$ cat src/rtl/button_debounce.sv
// button_debounce: per-channel 2-flop sync, debounce to a registered level and one-cycle press pulse.
// Define BUTTON_DEBOUNCE_REPEAT_EN to add auto-repeat pulses while a button stays held.
module button_debounce #(
  parameter int N               = 8,
  parameter int DEBOUNCE_CYCLES = 251250,
  parameter int REPEAT_DELAY    = 12562500,
  parameter int REPEAT_PERIOD   = 2512500
) (
  input  logic         clk,
  input  logic         rst_n,
  input  logic [N-1:0] btn_n,
  output logic [N-1:0] pressed,
  output logic [N-1:0] press_pulse
);
  localparam int CW = $clog2(DEBOUNCE_CYCLES) + 1;
`ifdef BUTTON_DEBOUNCE_REPEAT_EN
  localparam int RM = REPEAT_DELAY > REPEAT_PERIOD ? REPEAT_DELAY : REPEAT_PERIOD;
  localparam int RW = $clog2(RM) + 1;
`endif
  logic [N-1:0] s1, s2, sync;
  always_ff @(posedge clk) begin
    if (!rst_n) begin
      s1 <= '1;
      s2 <= '1;
    end else begin
      s1 <= btn_n;
      s2 <= s1;
    end
  end
  assign sync = ~s2;
  for (genvar i = 0; i < N; i++) begin : g
    logic [CW-1:0] cnt;
    logic p, pp, accept, rep;
    assign accept = sync[i] != p && cnt == CW'(DEBOUNCE_CYCLES - 1);
    always_ff @(posedge clk) begin
      if (!rst_n) begin
        cnt <= '0;
        p   <= 1'b0;
        pp  <= 1'b0;
      end else begin
        cnt <= (sync[i] == p || accept) ? '0 : cnt + 1'b1;
        p   <= accept ? sync[i] : p;
        pp  <= (accept && sync[i]) || rep;
      end
    end
`ifdef BUTTON_DEBOUNCE_REPEAT_EN
    logic [RW-1:0] rcnt;
    logic first;
    // a release accepted this cycle wins over a repeat falling due
    assign rep = p && !accept && rcnt == (first ? RW'(REPEAT_DELAY - 1) : RW'(REPEAT_PERIOD - 1));
    always_ff @(posedge clk) begin
      if (!rst_n || !p || accept) begin
        rcnt  <= '0;
        first <= 1'b1;
      end else if (rep) begin
        rcnt  <= '0;
        first <= 1'b0;
      end else begin
        rcnt  <= rcnt + 1'b1;
      end
    end
`else
    // repeat timing has no effect here; the expression keeps the parameters referenced
    assign rep = REPEAT_DELAY < 0 && REPEAT_PERIOD < 0;
`endif
    assign pressed[i]     = p;
    assign press_pulse[i] = pp;
  end
endmodule

$ cat config.mk
export PLATFORM = sky130hd
export DESIGN_NAME = button_debounce
export DESIGN_NICKNAME = d
export VERILOG_FILES = /design/src/rtl/button_debounce.sv
export SDC_FILE = /design/constraint.sdc
export NUM_CORES = 1
export LEC_CHECK = 0
export ABC_AREA = 1
export BUFFER_PORTS_ARGS = -buffer_cell sky130_fd_sc_hd__buf_2
export CAP_MARGIN = 20
export CORE_ASPECT_RATIO = 0.75
export CORE_UTILIZATION = 35
export CTS_CLUSTER_DIAMETER = 50
export DETAILED_ROUTE_END_ITERATION = 7
export PLACE_DENSITY = 0.47
export SETUP_SLACK_MARGIN = 0.05
export SYNTH_ARGS = -nofsm -noshare
export SYNTH_HDL_FRONTEND = slang
export SYNTH_SLANG_ARGS = --single-unit
$ cat constraint.sdc
create_clock -name clk -period 1.9 [get_ports clk]
set_input_delay 0 -clock clk [delete_from_list [all_inputs] [get_ports clk]]
set_output_delay 0 -clock clk [all_outputs]
set_load 0.005 [all_outputs]
# Yosys cells after proc, flatten, opt, wreduce, memory -nomap -nowiden
# Index checks and enable logic that the tools add are counted.
[classes]
add_sub_neg = 8
n_eq_ne = 24
n_bitwise = 2
n_reduce_logical = 32
[op_table]
columns = ["cell", "n"]
rows = [
  ["19-bit by 1-bit adder with 19-bit output (second input constant)", 8],
  ["19-bit by 18-bit == test with 1-bit output (second input constant)", 8],
  ["1-bit logical AND", 16],
  ["2-bit OR reduction", 8],
  ["1-bit == test", 8],
  ["1-bit logical OR", 8],
  ["1-bit != test", 8],
  ["8-bit inverter", 1],
  ["1-bit inverter", 1],
]
[totals]
register_bits = 184
output_inout_bits = 16

# Logic depth before layout (Yosys ltp)
# Gate-level depths: netlist of run 1.
[depth]
depth_word = 5
ltp_mapped = 10
mapped_depth_nobuf = 9

# Worst setup path after synthesis of run 1
# No wires, ideal clock.
[synth_timing]
path_kind = "reg2reg"
startpoint = "reg g[3].cnt[0]"
endpoint = "reg g[3].cnt[16]"
setup_ns = 0.120
t_arrival_ns = 1.293
t_required_ns = 1.780
path_slack_ns = 0.487
stages_incl_launch_ff = 7
n_path_buf = 0
period_less_slack_ns = 1.413
cell_sequence = "dfxtp_1 > ha_1 > nand2_1 > nor2_1 > nand2_1 > o21ai_0 > a21oi_2"
[synth_between]
elab_chain_len = 4
word_cells_on_any_way = 5
[synth_lines]
columns = ["element", "line_no", "text"]
rows = [
  ["start, declared", "32", "logic [CW-1:0] cnt;"],
  ["start signal, assigned", "41", "cnt <= (sync[i] == p || accept) ? '0 : cnt + 1'b1;"],
  ["parallel branches: the longest is 4 deep, another holds 19-bit by 1-bit adder with 19-bit output", "--", ""],
]
# Parallel ways; which one is timed is not known.
# A chain may end at the register's enable or synchronous reset.

# Worst setup path in the final report of run 1
# Same ends and word-level chain as after synthesis.

==> reports/metrics.cfg, run 1 <==
[pwr]
power_frac_seq_pct = 51.6
combPwrFrac_pct = 1.7
swShare_pct = 24.5
p_sw_uw = 1840
power_density_nw_per_um2 = 731
p_leak_uw = 0.00314
ir_drop_mv = 0.603
pwr-share-clk_pct = 46.7
finalPower_uw = 7530
intPower_uw = 5690

[route]
wl_microns = 19300
vias_per_cell = 4.50
vias = 7704
drt_pass1_iterations = 7
drtIter0Drc = 419
drc = 0
detail_route.wl_per_cell_microns = 11.3
ant_nets = 0

[worst_setup_path]
crit_family = flip-flops
cp_data_required_time_ns = 2.23
critical_path_buf_inv_count = 0
rrSetupSlack_ns = 0.27
r2r-end = g[3].cnt[16]
worstSetupPathType = flop to flop
crit_chain = ha_1 > nand2_1 > nor2_1 > nand2_1 > o21ai_0 > a21oi_2
cpPeakStageDelay_ns = 0.47
crit_arrival_ns = 1.96
end_kind = flop
crit_fanout = 8
path_depth = 6
cp-start-kind = flop
rr_startpoint = g[3].cnt[0]
worst_path_most_repeated_cell = nand2_1
slowest_stage = dfxtp_1
ff2ff_path_depth = 6

[layout]
final_nets = 1380
final-seq-area_sq_um = 3680
drive_above_1_share_pct = 11.2
fin_util_pct = 39.6
fillers = 2727
diodes = 0
multiInputGateArea_sq_um = 4970
area_delta_synth_final_pct = 10.9

[floorplan]
num_rows = 51
die_width_microns = 190
core_region_area_sq_um = 26000
ios = 26
fp.dieArea_sq_um = 27200
initial_utilization_pct = 35.7
fp.dieH_microns = 143

[sta]
slew_headroom_pct = 74.4
fin_crit_sh_pct = 85.9
fmax_mhz = 613
worst-slew-pin-transition_ns = 0.383
hold_viol = 0
period_minus_slack_ns = 1.63
finClkSkew_ns = 0.0120
setup_viol = 0
tns_ns = 0
drv_slew = 0
rsz0062_at_grt = false

[min_path]
hp-start = btn_n[1]
hold_depth = 3
worstHoldPathType = input port to flop
min_to = s1[1]

[clock_network]
cts_buffers = 17
clock_sink_count = 184
cts_buffer_depth = 2
cts_setup_buffers = 0
clockRootBuffer = clkbuf_16
clk_pin_slew_worst_paths_ns = 0.08
htreeDepth = 4
cts_tree = yes
clk_latency_ns = 0.44

[synthesis]
synth.area.top_cells = dfxtp_1 40%, nand2_1 14%, nor2_1 11%
ys_top_cells_by_count = 338 x nand2_1, 283 x nor2_1, 184 x dfxtp_1
synth_edf_count = 0
syn_area_sq_um = 9290
synthCells = 1328
syn_avg_cell_area_sq_um = 7.00
ys_warn_count = 0
yosysUniqueCellTypes = 30
ys_async_sr_fraction_pct = 0
synth_area_leader_cell = dfxtp_1
ys_seq_elements = 184
synthesis.nets = 1354
yosysSeqAreaShare_pct = 39.6
synth.most_common_cell = nand2_1
synth-main-ff-cell = dfxtp_1
yosysTopAreaCellShare_pct = 39.6

[global_routing]
grt_pass1_wl_microns = 33500
grt_pass1_vias = 6992
overflow = 0
grt_usage_pct = 15.2
grt_max_degree = 26
antenna_found_initial = 0

[placed_design]
post-dp-hpwl_microns = 14300
port_buffers = 25
gp_congestion = 0.799

[run]
cap_violations = 0

[status]
status = completed

==> power groups by stage <==
| stage | logic, uW | registers, uW | clock network (uW) |
|---|---|---|---|
| 2_1_floorplan | 88.0 | 3970 | 0 |
| 3_3_place_gp | 119 | 3980 | 0 |
| 3_5_place_dp | 120 | 3980 | 0 |
| 4_1_cts | 134 | 3890 | 3650 |
| 5_1_grt | 145 | 3890 | 3830 |
| 6_report | 129 | 3890 | 3510 |
==> worst min-delay path: stages <==
cell	delay, ns
dlygate4sd3_1	0.52
buf_2	0.09
or2_2	0.08
==> how the worst max path moves through the flow <==
stage	startpoint	to	slack (ns)
2_1_floorplan	g[3].cnt[0]	g[3].cnt[16]	0.49
3_3_place_gp	g[6].cnt[0]	g[6].cnt[4]	0.34
3_5_place_dp	g[3].cnt[0]	g[3].cnt[16]	0.28
4_1_cts	g[3].cnt[0]	g[3].cnt[16]	0.27
5_1_grt	g[3].cnt[0]	g[3].cnt[16]	0.12
6_report	g[3].cnt[0]	g[3].cnt[16]	0.27
==> routing by layer <==
layer  share of wire, %  wire length, microns  global-route usage (%)
met1                 56                 10900                    22.3
met2                 40                  7750                    22.0
met3                2.7                   526                    3.19
met4               0.90                   173                    4.29
met5                  0                     0                       0
==> state kept, by name (all words and copies together), names as in the netlist <==
| signal | flops |
|---|---|
| g.p | 8 |
| s2 | 8 |
| g.pp | 8 |
| g.cnt | 152 |
| s1 | 8 |
==> cells by family after synthesis <==
family                     after synthesis  synth area share (%)
and+or+nand+nor                        844                  39.9
DFF                                    184                  39.6
buffers and inverters                  134                  6.85
AOI/OAI and AO/OA                       98                  6.56
xor gates and xnor gates                52                  4.90
adders and majority gates               16                  2.15
==> stage by stage <==
| stage | hold WS (ns) | area [sq um] | cells | setup slack [ns] |
|---|---|---|---|---|
| 4_1_cts | 0.249 | 10300 | 1711 | 0.275 |
| 3_3_place_gp | 0.185 | 9630 | 1670 | 0.341 |
| 2_1_floorplan | 0.107 | 9290 | 1328 | 0.487 |
| 6_report | 0.272 | 10300 | 1711 | 0.268 |
| 5_1_grt | 0.270 | 10300 | 1711 | 0.116 |
| 3_5_place_dp | 0.189 | 9630 | 1670 | 0.280 |
==> placed cells by master (no fill, tap or decap) <==
| master | synthesis | final |
|---|---|---|
| o21ai_0 | 15 | 15 |
| buf_2 | 2 | 25 |
| nor2_4 | 6 | 6 |
| ha_1 | 16 | 16 |
| inv_6 | 0 | 6 |
| clkbuf_16 | 0 | 17 |
| dfxtp_1 | 184 | 184 |
| nand4_1 | 26 | 26 |
| a21oi_1 | 62 | 62 |
| xnor2_1 | 21 | 21 |
| a21oi_4 | 6 | 6 |
| clkinv_2 | 0 | 1 |
| or2_2 | 29 | 29 |
| nor2_2 | 18 | 18 |
| nand3_1 | 71 | 71 |
| a21oi_2 | 11 | 11 |
| nand3_2 | 5 | 5 |
| nand3b_1 | 8 | 8 |
| inv_2 | 2 | 2 |
| inv_1 | 103 | 103 |
| nand2_1 | 338 | 338 |
| clkinv_4 | 0 | 2 |
| nand2_2 | 11 | 11 |
| nor2_1 | 283 | 283 |
| buf_12 | 0 | 1 |
| buf_4 | 17 | 1 |
| or2_1 | 2 | 2 |
| clkinv_8 | 0 | 2 |
| dlygate4sd3_1 | 0 | 9 |
| nor3b_1 | 6 | 6 |
| or2_0 | 13 | 13 |
| nor3_1 | 22 | 22 |
| o21bai_1 | 4 | 4 |
| inv_8 | 0 | 4 |
| nand2_4 | 6 | 6 |
| xor2_1 | 31 | 31 |
==> area by class of cell <==
type,instances,share of cell area (%)
Multi-Input combinational cell,1010,48.3
Sequential cell,184,35.8
Inverter,105,3.83
Tap cell,344,4.18
Clock inverter,15,1.48
Clock buffer,17,4.13
Timing Repair Buffer,36,2.36
==> what timing repair did <==
item	4_1_cts	5_1_grt
gates resized for setup	0	0
endpoints found under the hold margin	14	0
setup endpoints to repair	0	0
hold buffers	9	0
Note: power is estimated with default switching activity, not from simulation.
==> inputs of run 2 (changes only) <==
BUFFER_PORTS_ARGS = -buffer_cell sky130_fd_sc_hd__buf_4   (was -buffer_cell sky130_fd_sc_hd__buf_2)
==> reports/metrics.cfg, run 2 (synthesis gave the netlist of run 1 again) <==
[status]
status = completed

[min_path]
worstHoldPathType = input port to flop

[worst_setup_path]
cp-start-kind = flop
worst_path_most_repeated_cell = nand2_1
cpPeakStageDelay_ns = 0.39
crit_chain = ha_1 > nand2_1 > nor2_1 > nand2_1 > o21ai_0 > a21oi_2
rrSetupSlack_ns = 0.32
ff2ff_path_depth = 6
r2r-end = g[3].cnt[16]
cp_data_required_time_ns = 2.22
rr_startpoint = g[3].cnt[0]
crit_fanout = 8
worstSetupPathType = flop to flop
critical_path.endpoint = g[3].cnt[16]
end_kind = flop
slowest_stage = dfxtp_2
crit_start = g[3].cnt[0]
crit_arrival_ns = 1.90

[clock_network]
cts_buffers = 17
clk_pin_slew_worst_paths_ns = 0.07
clk_latency_ns = 0.44
clock_sink_count = 184
htreeDepth = 4
cts_tree = yes
cts_buffer_depth = 2
clockRootBuffer = clkbuf_16

[layout]
final_area_sq_um = 10500
top_register = g.cnt
drive_above_1_share_pct = 11.3
final-seq-area_sq_um = 3680
largest_reg_flops = 152
fillers = 2704
multiInputGateArea_sq_um = 4970
area_delta_synth_final_pct = 12.6
diodes = 0
mostFrequentLayoutCells = 338 x nand2_1, 283 x nor2_1, 183 x dfxtp_1
final_nets = 1381
final_common_cell = nand2_1

[route]
detail_route.wl_per_cell_microns = 11.4
drt_pass1_iterations = 5
ant_nets = 0
vias = 7643
wl_microns = 19500
drtIter0Drc = 410
vias_per_cell = 4.46
drc = 0

[pwr]
p_leak_uw = 0.00319
power_density_nw_per_um2 = 771
ir_drop_mv = 0.613

[floorplan]
core_region_area_sq_um = 26000
fp.dieH_microns = 143
num_rows = 51
fp.dieArea_sq_um = 27200
ios = 26
die_width_microns = 190
initial_utilization_pct = 35.7

[sta]
drv_slew = 0
tns_ns = 0
worst-slew-pin-transition_ns = 0.400
hold_viol = 0
rsz0062_at_grt = false
fmax_mhz = 631
fin_crit_sh_pct = 83.4
slew_headroom_pct = 73.1
setup_viol = 0
period_minus_slack_ns = 1.58
finClkSkew_ns = 0.0105

[placed_design]
gp_congestion = 0.822
post-dp-hpwl_microns = 14300
dpl_cell_area_sq_um = 9700
port_buffers = 25

[global_routing]
antenna_found_initial = 0
grt_pass1_wl_microns = 33700
grt_pass1_vias = 7078
grt_max_degree = 21
grt_usage_pct = 15.3
overflow = 0

[run]
cap_violations = 0

-- run 2: cell types whose count changed in the layout (fill, tap and decap cells not counted), moves of 2 or more --
cell	change
inv_8	-4
buf_4	+26
clkinv_4	-2
buf_2	-25
bufinv_16	+5
clkbuf_8	+2
clkinv_8	-2
-- run 2: area by class of cell --
class | count | area share [%]
multi-input cells | 1010 | 47.5
flip-flops and latches | 184 | 35.2
clock buffers | 19 | 4.33
well taps | 344 | 4.12
inverters | 105 | 3.77
repair buffers | 37 | 2.99
clock inverters | 13 | 2.02
-- run 2: routing by layer --
metal / global-route usage [%] / part of all wire (%)
met5: 0 / 0
met4: 4.97 / 1.2
met3: 3.00 / 2.2
met2: 22.0 / 40
met1: 22.5 / 57
-- run 2: how the worst min path moves through the flow --
| stage | startpoint | endpoint | slack [ns] | cells after the start |
|---|---|---|---|---|
| global route | btn_n[1] | s1[1] | 0.28 | 3 |
| finish | btn_n[1] | s1[1] | 0.29 | 3 |
| floorplan | btn_n[0] | s1[0] | 0.11 | 1 |
| CTS | btn_n[1] | s1[1] | 0.26 | 3 |
| detailed placement | btn_n[1] | s1[1] | 0.19 | 2 |
| global placement | btn_n[1] | s1[1] | 0.19 | 2 |
-- run 2: repair_timing --
item                       4_1_cts  5_1_grt
buffers inserted                 0        0
setup endpoints to repair        0        1
gates resized for setup          0        1
hold endpoints to repair        14        0
hold buffers                     9        0
-- run 2: through the flow --
step	util, %	setup slack [ns]	std cells	hold slack [ns]	power [uW]
2_1_floorplan	-	0.487	1328	0.107	4060
5_1_grt	40.2	0.111	1712	0.284	8380
6_report	40.2	0.316	1712	0.287	8060
3_3_place_gp	37.3	0.356	1671	0.188	4100
4_1_cts	40.2	0.203	1712	0.265	8200
3_5_place_dp	37.3	0.254	1671	0.191	4100
-- run 2: worst max-delay path, delay by kind of cell, from the launching register on --
kind | cells | cell delay, ns
AO/OA/AOI/OAI | 2 | 0.36
AND/OR/NAND/NOR | 3 | 0.45
flip-flops | 1 | 0.39
adder cells (fa/ha/maj) | 1 | 0.28
-- run 2: where the power goes --
group | switching (uW) | internal (uW) | leakage (uW)
logic | 77.7 | 57.7 | 0.00138
clock network | 1610 | 2420 | 0.000325
registers | 13.6 | 3870 | 0.00149
